$ cat src/rtl/user_clocked_bb_pkg.sv
// ============================================================================
//  Module      : user_clocked_bb_pkg
//  Description : Shared defaults and the counter-width helper for user_clocked_bb.
//  Revision    : 1.0 - initial release
// ============================================================================
`default_nettype none

package user_clocked_bb_pkg;

    localparam int UCBB_DEF_WIDTH  = 4;
    localparam int UCBB_DEF_STABLE = 2;

    // Counter must hold 0..STABLE_CYCLES-1; never narrower than one bit.
    function automatic int ucbb_cnt_w(input int stable);
        int w;
        w = $clog2(stable + 1);
        return (w < 1) ? 1 : w;
    endfunction

endpackage

`default_nettype wire

$ cat src/rtl/ucbb_bit_sync.sv
// ============================================================================
//  Module      : ucbb_bit_sync
//  Description : One-bit flop chain synchronizer, async active-low reset.
//                Define UCBB_SYNC3_EN for a three-flop chain (default: two).
//  Revision    : 1.0 - initial release
// ============================================================================
`default_nettype none

module ucbb_bit_sync (
    input  logic i_clk,
    input  logic i_rst_n,
    input  logic i_d,
    output logic o_q
);

`ifdef UCBB_SYNC3_EN
    logic r_s1;
    logic r_s2;
    logic r_s3;

    always_ff @(posedge i_clk or negedge i_rst_n) begin
        if (!i_rst_n) begin
            r_s1 <= 1'b0;
            r_s2 <= 1'b0;
            r_s3 <= 1'b0;
        end else begin
            r_s1 <= i_d;
            r_s2 <= r_s1;
            r_s3 <= r_s2;
        end
    end

    assign o_q = r_s3;
`else
    logic r_s1;
    logic r_s2;

    always_ff @(posedge i_clk or negedge i_rst_n) begin
        if (!i_rst_n) begin
            r_s1 <= 1'b0;
            r_s2 <= 1'b0;
        end else begin
            r_s1 <= i_d;
            r_s2 <= r_s1;
        end
    end

    assign o_q = r_s2;
`endif

endmodule

`default_nettype wire

$ cat src/rtl/user_clocked_bb.sv
// ============================================================================
//  Module      : user_clocked_bb
//  Description : Re-times a foreign-domain bus into clkIn and only passes a
//                value after STABLE_CYCLES consecutive equal samples.
//                Optional UCBB_SYNC3_EN selects a three-flop synchronizer.
//  Revision    : 1.0 - initial release
// ============================================================================
`default_nettype none

module user_clocked_bb
    import user_clocked_bb_pkg::*;
#(
    parameter int WIDTH         = UCBB_DEF_WIDTH,
    parameter int STABLE_CYCLES = UCBB_DEF_STABLE
) (
    input  logic             clkIn,
    input  logic             rst,
    input  logic [WIDTH-1:0] in,
    output logic [WIDTH-1:0] out
);

    localparam int              CNT_W      = ucbb_cnt_w(STABLE_CYCLES);
    localparam logic [CNT_W-1:0] c_cnt_last = CNT_W'(STABLE_CYCLES - 1);

    logic [WIDTH-1:0] w_sync;
    logic [WIDTH-1:0] r_cand;
    logic [CNT_W-1:0] r_cnt;
    logic [WIDTH-1:0] r_out;

    generate
        for (genvar gi = 0; gi < WIDTH; gi++) begin : g_sync
            ucbb_bit_sync u_sync (
                .i_clk   (clkIn),
                .i_rst_n (rst),
                .i_d     (in[gi]),
                .o_q     (w_sync[gi])
            );
        end
    endgenerate

    // A changed sample restarts the count; the counter saturates once the
    // candidate qualifies, so out keeps reloading the same value.
    always_ff @(posedge clkIn or negedge rst) begin
        if (!rst) begin
            r_cand <= '0;
            r_cnt  <= '0;
            r_out  <= '0;
        end else if (w_sync != r_cand) begin
            r_cand <= w_sync;
            r_cnt  <= '0;
        end else if (r_cnt < c_cnt_last) begin
            r_cnt  <= r_cnt + CNT_W'(1);
        end else begin
            r_out  <= r_cand;
        end
    end

    assign out = r_out;

endmodule

`default_nettype wire

$ cat config.mk
export PLATFORM = sky130hd
export DESIGN_NAME = user_clocked_bb
export DESIGN_NICKNAME = d
export VERILOG_FILES = /design/src/rtl/user_clocked_bb_pkg.sv /design/src/rtl/ucbb_bit_sync.sv /design/src/rtl/user_clocked_bb.sv
export SDC_FILE = /design/constraint.sdc
export NUM_CORES = 1
export LEC_CHECK = 0
export CORE_AREA = 2 2 42 48
export DETAILED_ROUTE_END_ITERATION = 6
export DIE_AREA = 0 0 44 50
export GPL_TIMING_DRIVEN = 0
export PLACE_DENSITY_LB_ADDON = 0.2
export SYNTH_ARGS = -nofsm -noshare
export SYNTH_HDL_FRONTEND = slang
export SYNTH_SLANG_ARGS = --single-unit
$ cat constraint.sdc
create_clock -name clkIn -period 2.7 [get_ports clkIn]
set_input_delay 0.405 -clock clkIn [delete_from_list [all_inputs] [get_ports clkIn]]
set_output_delay 0.405 -clock clkIn [all_outputs]
set_load 0.03 [all_outputs]
==> flow_summary.yaml <==
floorplanning:
  die_x_um: 44
  floorplan.rows: 16
  floorplan.initialDensity_pct: 35.8
  floorplan.io_pins: 10
  core-area_um2: 1720
  dieArea_um2: 2200
  die_y_um: 50
critical_path:
  setup.worst_path.class: "reg2out"
  arrival_ns: 1.33
  worst_ep_required_time_ns: 2.30
  path_cells: "clkdlybuf4s50_1"
  timing.rr.end: "out[2]$_DFFE_PN0P_"
  setup.worst_path.start_class: "register"
  r2r_start: "r_cand[2]$_DFFE_PN0P_"
  cp_slowest_stage_delay_ns: 0.67
  critPathBufInv: 1
  crit_fanout: 2
  crit_family: "buffers and inverters"
  r2r_setup_slack_ns: 1.27
  worst_r2r_path_depth: 4
  worst_setup_path_end_kind: "output port"
  slowest_stage: "clkdlybuf4s50_1"
synthesis:
  post_synth_instance_area_um2: 616
  syn_nets: 46
  postSynthAreaPerCell_um2: 15.8
  ys.warnings.count: 0
  netlist-cell-type-count: 10
  sequential_cell_area_fraction_in_the_yosys_report_pct: 73.2
  postSynthRegisterBits: 18
  postSynthCellCount: 39
timing:
  timing.max_slew.rel_slack_pct: 49.3
  totalNegativeSetupSlack_ns: 0
  min_period_ns: 1.74
  grt_setup_unrepaired: "false"
  finalHoldViolCount: 0
  setup_violators_final: 0
  max_slew.worst_pin.slew_ns: 0.758
  finalCritPeriodShare_pct: 64.3
  fmax_achieved_mhz: 576
  fin_skew_ns: 0.00591
  report.final.slew_viol_count: 0
pwr:
  sw_frac_of_total_pct: 23.1
  max-vdd-ir-drop_mv: 0.284
  power.density_cell_area_nw_per_um2: 689
  seq_power_share_pct: 56.7
  clkPwrFrac_pct: 29.8
  p_int_uw: 405
  p_comb_share_pct: 13.5
  p_leak_uw: 0.000343
  power.net_switching_uw: 122
global_route:
  grt_start_max_net_pins: 19
  grt.total_usage_pct: 9.28
  initial_antenna_violation_count: 0
  grt_first_pass_wirelength_mm: 1.45
  global_route.overflow_total: 0
  number_of_global_route_vias_before_repair: 327
hold_path:
  timing.hold.worst.class: "reg2reg"
  timing.hold.worst.start: "g_sync[2].u_sync.r_s1$_DFF_PN0_"
  cell_depth_of_the_worst_hold_path: 0
  worst_hold_path.endpoint: "g_sync[2].u_sync.o_q$_DFF_PN0_"
place:
  gpl.final_weighted_congestion: 0.665
  port-buffer-count: 9
finish:
  antennaDiodeCount: 0
  final_nets: 60
  synthToLayoutAreaGrowth_pct: 24.2
  final_util_pct: 44.4
  number_of_filler_instances_in_the_final_layout: 162
  layout-drive-gt1-share_pct: 11.5
cts:
  clock_tree.root_cell: "clkbuf_4"
  clock_tree.htree_level_count: 1
  clkTransAtPathRegs_ns: 0.10
  cts_tree: "built"
  clock_sinks: 18
  clock_latency_on_the_worst_skew_pair_ns: 0.28
  cts_buffers: 3
  cts-root-to-sink-buffers: 2
  cts_repair_resize_count: 0
  cts_hold_buffers: 0
  postCtsSetupRepairBufs: 0
run_status:
  status: "completed"
routing:
  wl_um: 801
  top_layer: "met4"
  wl_met1_um: 329
  wl_per_cell_um: 11.4
  drtIter0Drc: 2
  detailedRoute.firstPassIterationCount: 2
  post-route-drc-count: 0
  final_antenna_net_count: 0
  vias_per_cell: 4.41
  met2_length_um: 423
  wl_met3_um: 43
  route.vias.total: 309
run:
  maxCapViolCount: 0
-- through the flow --
stage	instance area [um^2]	hold WS [ns]	power, uW	setup WS [ns]	cells
finish	764	0.358	526	0.963	70
global route	764	0.368	559	0.887	70
CTS	764	0.362	535	0.955	70
detailed placement	728	0.339	376	1.26	66
global placement	728	0.334	373	1.29	66
floorplan	616	0.109	340	1.41	39
-- worst register-to-register path, delay by kind of cell (launching register included) --
family	cells	cell delay (ns)
simple gates	2	0.37
xor+xnor	1	0.21
flops	1	0.40
mux	1	0.35
-- cell usage after synthesis --
| cell type | instances | area, um^2 |
|---|---|---|
| nor2_1 | 2 | 7.51 |
| dfrtp_1 | 18 | 450 |
| nand4_2 | 1 | 12.5 |
| clkbuf_1 | 4 | 15.0 |
| mux2_1 | 4 | 45.0 |
| xnor2_1 | 5 | 43.8 |
| mux2i_1 | 1 | 10.0 |
| inv_1 | 2 | 7.51 |
| nor2_4 | 1 | 11.3 |
| ha_1 | 1 | 12.5 |
-- layout make-up --
cell class                      instances  area, um^2  area share, %
Clock buffer                            4        36.3           4.75
Buffer                                  4        15.0           1.96
Multi-Input combinational cell         15         143           18.7
Inverter                                2        7.51          0.982
Tap cell                               18        22.5           2.95
Sequential cell                        18         450           58.9
Timing Repair Buffer                    9        90.1           11.8
-- worst max-delay path by stage --
stage,startpoint,endpoint,cells after the start
floorplan,r_cand[2]$_DFFE_PN0P_,out[0]$_DFFE_PN0P_,4
global placement,r_cand[2]$_DFFE_PN0P_,out[3]$_DFFE_PN0P_,4
detailed placement,r_cand[2]$_DFFE_PN0P_,out[3]$_DFFE_PN0P_,4
CTS,out[3]$_DFFE_PN0P_,out[3],1
global route,out[3]$_DFFE_PN0P_,out[3],1
finish,out[3]$_DFFE_PN0P_,out[3],1
-- registers in the layout (all words and copies together), names as in the netlist --
signal	cells
r_cnt	2
g_sync.u_sync.o_q	4
out	4
r_cand	4
g_sync.u_sync.r_s1	4
-- placed cells by master (no fill, tap or decap) --
cell type,n
xnor2_1,5
mux2_1,4
clkbuf_4,3
clkbuf_8,1
nor2_1,2
nor2_4,1
nand4_2,1
clkdlybuf4s50_1,9
clkbuf_1,4
inv_1,2
dfrtp_1,18
mux2i_1,1
ha_1,1
-- cells by family after synthesis --
group	synth area share, %
adder cells (fa/ha/maj)	2.03
XOR/XNOR	7.11
flip-flops	73.2
AND/OR/NAND/NOR	5.08
buffers and inverters	3.66
multiplexers	8.94
-- power groups by stage --
stage	registers (uW)	clock network [uW]	logic, uW
after floorplan	320	0	20.2
after global placement	302	0	70.6
after detailed placement	304	0	72.3
after CTS	299	164	72.8
after global routing	301	180	77.3
final	298	157	71.3
-- metal layers --
| metal | vias up | global-route usage, % |
|---|---|---|
| li1 | 147 | - |
| met1 | 149 | 11.8 |
| met2 | 11 | 13.7 |
| met3 | 2 | 3.30 |
| met4 | 0 | 4.55 |
| met5 | - | 0 |
Power figures use the tool's default switching activity.
